File: config.mk
export PLATFORM = sky130hd
export DESIGN_NAME = ram_port_arbiter
export DESIGN_NICKNAME = d
export VERILOG_FILES = /design/src/rtl/ram_port_arbiter.sv
export SDC_FILE = /design/constraint.sdc
export NUM_CORES = 1
export LEC_CHECK = 0
export CORE_AREA = 2 2 130 132
export DETAILED_ROUTE_END_ITERATION = 16
export DIE_AREA = 0 0 132 134
export PLACE_DENSITY = 0.7
export REMOVE_ABC_BUFFERS = 1
export SLEW_MARGIN = 20
export SYNTH_ARGS = -nofsm -noshare
export SYNTH_HDL_FRONTEND = slang
export SYNTH_SLANG_ARGS = --single-unit
File: constraint.sdc
create_clock -name i_clk -period 2.6 [get_ports i_clk]
set_clock_uncertainty 0.15 [all_clocks]
set_input_delay 0.52 -clock i_clk [delete_from_list [all_inputs] [get_ports i_clk]]
set_output_delay 0.52 -clock i_clk [all_outputs]
set_load 0.05 [all_outputs]
File: src/rtl/ram_port_arbiter.sv
// ram_port_arbiter: round-robin share of one data-RAM port between core (M0) and loader (M1).
// Latency: grant and RAM strobes combinational; read data returned RD_LAT (1..4) cycles after grant.
// Backpressure: losers see gnt=0 and hold; core also gets o_core_stall. ARB_STALL_CNT_EN adds a stall counter.
module ram_port_arbiter #(
  parameter int DATA_WIDTH = 32,
  parameter int ADDR_WIDTH = 32,
  parameter int RD_LAT     = 1
) (
  input  logic                  i_clk,
  input  logic                  i_rst,
  input  logic                  i_m0_req,
  input  logic                  i_m0_we,
  input  logic [ADDR_WIDTH-1:0] i_m0_addr,
  input  logic [DATA_WIDTH-1:0] i_m0_wdata,
  output logic                  o_m0_gnt,
  output logic                  o_m0_rvalid,
  output logic [DATA_WIDTH-1:0] o_m0_rdata,
  input  logic                  i_m1_req,
  input  logic                  i_m1_we,
  input  logic [ADDR_WIDTH-1:0] i_m1_addr,
  input  logic [DATA_WIDTH-1:0] i_m1_wdata,
  output logic                  o_m1_gnt,
  output logic                  o_m1_rvalid,
  output logic [DATA_WIDTH-1:0] o_m1_rdata,
  output logic                  o_ram_we,
  output logic                  o_ram_re,
  output logic [ADDR_WIDTH-1:0] o_ram_addr,
  output logic [DATA_WIDTH-1:0] o_ram_wd,
  input  logic [DATA_WIDTH-1:0] i_ram_rd,
  output logic                  o_core_stall,
  output logic [31:0]           o_stall_cnt
);

  typedef enum logic {IDLE, RD_WAIT} state_t;

  localparam logic OWN_M0 = 1'b0;
  localparam logic OWN_M1 = 1'b1;

  state_t                state_q, state_d;
  logic [2:0]            lat_q, lat_d;
  logic                  owner_q, owner_d;
  logic                  last_q, last_d;
  logic [DATA_WIDTH-1:0] m0_rdata_q, m1_rdata_q;

  logic                  rd_done, arb_free, gnt0, gnt1, any_gnt;
  logic                  rv0, rv1, win_we;
  logic [ADDR_WIDTH-1:0] win_addr;
  logic [DATA_WIDTH-1:0] win_wd;

  always_ff @(posedge i_clk) begin
    if (i_rst) begin
      state_q    <= IDLE;
      lat_q      <= '0;
      owner_q    <= OWN_M0;
      last_q     <= OWN_M1;
      m0_rdata_q <= '0;
      m1_rdata_q <= '0;
    end else begin
      state_q <= state_d;
      lat_q   <= lat_d;
      owner_q <= owner_d;
      last_q  <= last_d;
      if (rv0) m0_rdata_q <= i_ram_rd;
      if (rv1) m1_rdata_q <= i_ram_rd;
    end
  end

  always_comb begin
    state_d  = state_q;
    lat_d    = lat_q;
    owner_d  = owner_q;
    last_d   = last_q;
    rd_done  = 1'b0;
    arb_free = 1'b0;
    gnt0     = 1'b0;
    gnt1     = 1'b0;

    case (state_q)
      IDLE: arb_free = 1'b1;
      RD_WAIT: begin
        lat_d = lat_q - 3'd1;
        // Final wait cycle: data returns and the port is free for a back-to-back grant.
        if (lat_q == 3'd1) begin
          rd_done  = 1'b1;
          arb_free = 1'b1;
          state_d  = IDLE;
        end
      end
      default: state_d = IDLE;
    endcase

    // Every combinational output is forced low while reset is asserted.
    if (arb_free && !i_rst) begin
      gnt0 = i_m0_req && (!i_m1_req || last_q == OWN_M1);
      gnt1 = i_m1_req && (!i_m0_req || last_q == OWN_M0);
    end
    any_gnt = gnt0 || gnt1;

    win_we   = gnt1 ? i_m1_we    : i_m0_we;
    win_addr = gnt1 ? i_m1_addr  : i_m0_addr;
    win_wd   = gnt1 ? i_m1_wdata : i_m0_wdata;

    if (any_gnt) begin
      last_d = gnt1;
      if (!win_we) begin
        state_d = RD_WAIT;
        lat_d   = 3'(RD_LAT);
        owner_d = gnt1;
      end
    end

    rv0 = !i_rst && rd_done && owner_q == OWN_M0;
    rv1 = !i_rst && rd_done && owner_q == OWN_M1;

    o_m0_gnt     = gnt0;
    o_m1_gnt     = gnt1;
    o_ram_we     = any_gnt && win_we;
    o_ram_re     = any_gnt && !win_we;
    o_ram_addr   = any_gnt ? win_addr : '0;
    o_ram_wd     = any_gnt ? win_wd   : '0;
    o_m0_rvalid  = rv0;
    o_m1_rvalid  = rv1;
    o_m0_rdata   = i_rst ? '0 : (rv0 ? i_ram_rd : m0_rdata_q);
    o_m1_rdata   = i_rst ? '0 : (rv1 ? i_ram_rd : m1_rdata_q);
    o_core_stall = !i_rst && i_m0_req && !gnt0;
  end

`ifdef ARB_STALL_CNT_EN
  logic [31:0] stall_cnt_q;

  always_ff @(posedge i_clk) begin
    if (i_rst) begin
      stall_cnt_q <= '0;
    end else if (o_core_stall && stall_cnt_q != 32'hFFFF_FFFF) begin
      stall_cnt_q <= stall_cnt_q + 32'd1;
    end
  end

  assign o_stall_cnt = i_rst ? 32'h0 : stall_cnt_q;
`else
  assign o_stall_cnt = 32'h0;
`endif

  // A refused requester must hold its request unchanged until granted.
  m0_hold_chk: assert property (@(posedge i_clk) disable iff (i_rst)
    (i_m0_req && !o_m0_gnt) |=> (i_m0_req && $stable(i_m0_we) && $stable(i_m0_addr) && $stable(i_m0_wdata)));
  m1_hold_chk: assert property (@(posedge i_clk) disable iff (i_rst)
    (i_m1_req && !o_m1_gnt) |=> (i_m1_req && $stable(i_m1_we) && $stable(i_m1_addr) && $stable(i_m1_wdata)));

endmodule

==> flow_summary.json <==
{
  "outcome": "finished, violations left",
  "violations": "setup timing",
  "register_area_mm2": 0.001404,
  "die_w_um": 132,
  "clock_path_buffers": 2,
  "synth_top_area_share_pct": 29.03,
  "synth_top_cell_by_area": "dfxtp_1",
  "top_usage_layer": "met2",
  "worstSetupPathType": "reg2out",
  "yosys_warnings": 0,
  "fp.dieArea_mm2": 0.01769,
  "grt_remaining_overflow": 0,
  "max_stage_delay_ps": 330,
  "ios": 333,
  "design_area_mm2": 0.01089,
  "fillCellCount": 1131,
  "ctsHoldBuffers": 0,
  "timing.setup.tns_ps": -22990,
  "routedWlPerCell_um": 20.55,
  "dpl.hpwl_um": 13750,
  "cts-root-buf": "clkbuf_16",
  "critical_path.slowest_cell": "dfxtp_2",
  "dp_cells": 1016,
  "drtIter0Drc": 226,
  "layout.cells.non_filler": 1075,
  "max_cap_violations": 0,
  "drc": 0,
  "ys_types": 41,
  "die_y_um": 134,
  "first_pass_iters": 4,
  "vias": 5287,
  "min_period_over_period_pct": 110.7,
  "start_util_pct": 29.63,
  "synthFlopType": "dfxtp_1",
  "synth-seq-area-share_pct": 29.03,
  "grtUsageMet3_pct": 6.236,
  "peakVddDrop_mv": 0.4412,
  "grt_pass1_vias": 5449,
  "areaGrowthSynthToFinish_pct": 125.7,
  "final-max-slew-violation-count": 0,
  "yosysMostFrequentCell": "dfxtp_1",
  "worstPathBufferInverterCount": 5,
  "total_power_mw": 4.709,
  "viasPerCell": 4.918,
  "cp-start-kind": "flip-flop",
  "antenna_left": 0,
  "crit_path_max_fanout": 20,
  "use_met2_pct": 41.44,
  "drive_gt1_share_pct": 44.20,
  "netlist_instances": 517,
  "setup_viol": 133,
  "required_ps": 1930,
  "rsz0062_at_grt": "yes",
  "grt_max_degree": 55,
  "yosys-top-cells-count": "dfxtp_1 (70), inv_1 (69), nor2b_1 (66)",
  "io_buffers": 300,
  "synth_area_mm2": 0.004827,
  "dpl_cell_area_mm2": 0.008648,
  "rows": 47,
  "cts_buffers": 9,
  "cts_tree": "built",
  "worstHoldPathType": "reg2reg",
  "grt_usage_pct": 23.12,
  "async_flop_share_pct": 0,
  "max_freq_mhz": 347.5,
  "final_nets": 1016,
  "period_minus_slack_ps": 2878,
  "clk_pin_slew_ps": 50,
  "hold_violations": 0,
  "clock_latency_ps": 320,
  "wl_um": 22090,
  "core_mm2": 0.01629,
  "synth.area.top_cells": "dfxtp_1 (29%), mux2i_1 (13%), o2111ai_1 (12%)",
  "pre_cts_slack_ps": -307.9,
  "gp_congestion": 0.8280,
  "p_per_area_mw_per_mm2": 432.3,
  "multi_input_area_mm2": 0.003679,
  "synth_seq_cells": 70,
  "grt_pass1_wl_um": 31880,
  "h-tree-depth": 3,
  "cts.sinks": 70,
  "path_cells": "inv_2 -> ha_4 -> nor2b_4 -> buf_12 -> o211ai_4 -> buf_12 -> buf_12 -> mux2i_2 -> buf_12",
  "crit_path_end_kind": "primary output",
  "syn_area_per_cell_um2": 9.337,
  "synth_edf_count": 0,
  "antenna_found_initial": 1,
  "cp_common_cell": "buf_12",
  "cp_top_family": "buffers and inverters",
  "worst_slack_ps": -277.9,
  "leakagePower_nw": 4.589,
  "critPathArrivalTime_ps": 2210,
  "met1_usage_pct": 26.53
}
-- cells by family (layout without fill, tap and decap cells) --
group                      after synthesis  in the layout  share of synthesized area [%]
xor gates and xnor gates                 2              2                         0.3629
adders and majority gates                2              2                         0.5183
buffers and inverters                  154            459                          16.04
other                                    1             34                        0.07769
DFF                                     70             70                          29.03
AOI/OAI and AO/OA                       80             80                          14.36
and+or+nand+nor                         79             79                          10.50
muxes                                  129            129                          29.11
-- final timing paths --
check                              start              to  slack (ps)  cells past startpoint
worst max register to register  lat_q[1]  m0_rdata_q[11]         540                      9
worst min-delay path            lat_q[1]        lat_q[1]         410                      2
worst min register to register  lat_q[1]        lat_q[1]         410                      2
worst max-delay path            lat_q[1]     o_ram_wd[2]        -280                      9
-- layer usage --
metal  up-vias  routed length, µm
li1       2426                  -
met1      2603               8581
met2       223              11450
met3        35               1510
met4         0                548
met5         -                  0
-- cell usage in the layout (no fill, tap or decap), types with 32 or more instances in the layout --
master           netlist  routed
nor2b_1               66      65
o2111ai_1             65      52
conb_1                 1      32
buf_6                  3      54
mux2i_4                0      50
dfxtp_1               70      68
buf_12                 0      90
clkdlybuf4s50_1        0     162
mux2_2                50      32
mux2_4                 9      32
inv_1                 69      68
-- sequential cells by signal, summed over array words and instances, names as in the netlist --
name and flops:
last_q 1, m1_rdata_q 32, lat_q 3, owner_q 1
state_q 1, m0_rdata_q 32
-- through the flow --
stage | utilization, % | hold WS [ps]
3_3_place_gp | 53.09 | 378.0
2_1_floorplan | - | 345.1
3_5_place_dp | 53.09 | 367.4
4_1_cts | 64.77 | 376.0
5_1_grt | 66.86 | 477.3
6_report | 66.87 | 406.7
-- report_power, final --
| group | total (mW) | switching, mW | internal [mW] |
|---|---|---|---|
| Combinational | 2.41 | 1.23 | 1.18 |
| Clock | 1.17 | 0.450 | 0.725 |
| Sequential | 1.12 | 0.0169 | 1.11 |
| Total | 4.71 | 1.70 | 3.01 |
-- final cells by class --
type / instances / share of cell area [%]
repair buffers: 372 / 45.65
multi-input cells: 324 / 33.77
flip-flops and latches: 70 / 12.89
well taps: 220 / 2.527
clock buffers: 14 / 2.516
inverters: 71 / 2.470
clock inverters: 2 / 0.1378
diodes: 2 / 0.04595
-- worst min-delay path: stages, from the launching register on --
cell	delay [ps]
dfxtp_2	330
o211ai_1	80
o32ai_1	110
-- repair_timing --
action | 4_1_cts | 5_1_grt
setup buffers | 22 | 10
setup endpoints to repair | 133 | 134
pin swaps | 4 | 3
cloned | 12 | 4
gates resized for setup | 222 | 66
Note: power is estimated with default switching activity, not from simulation.
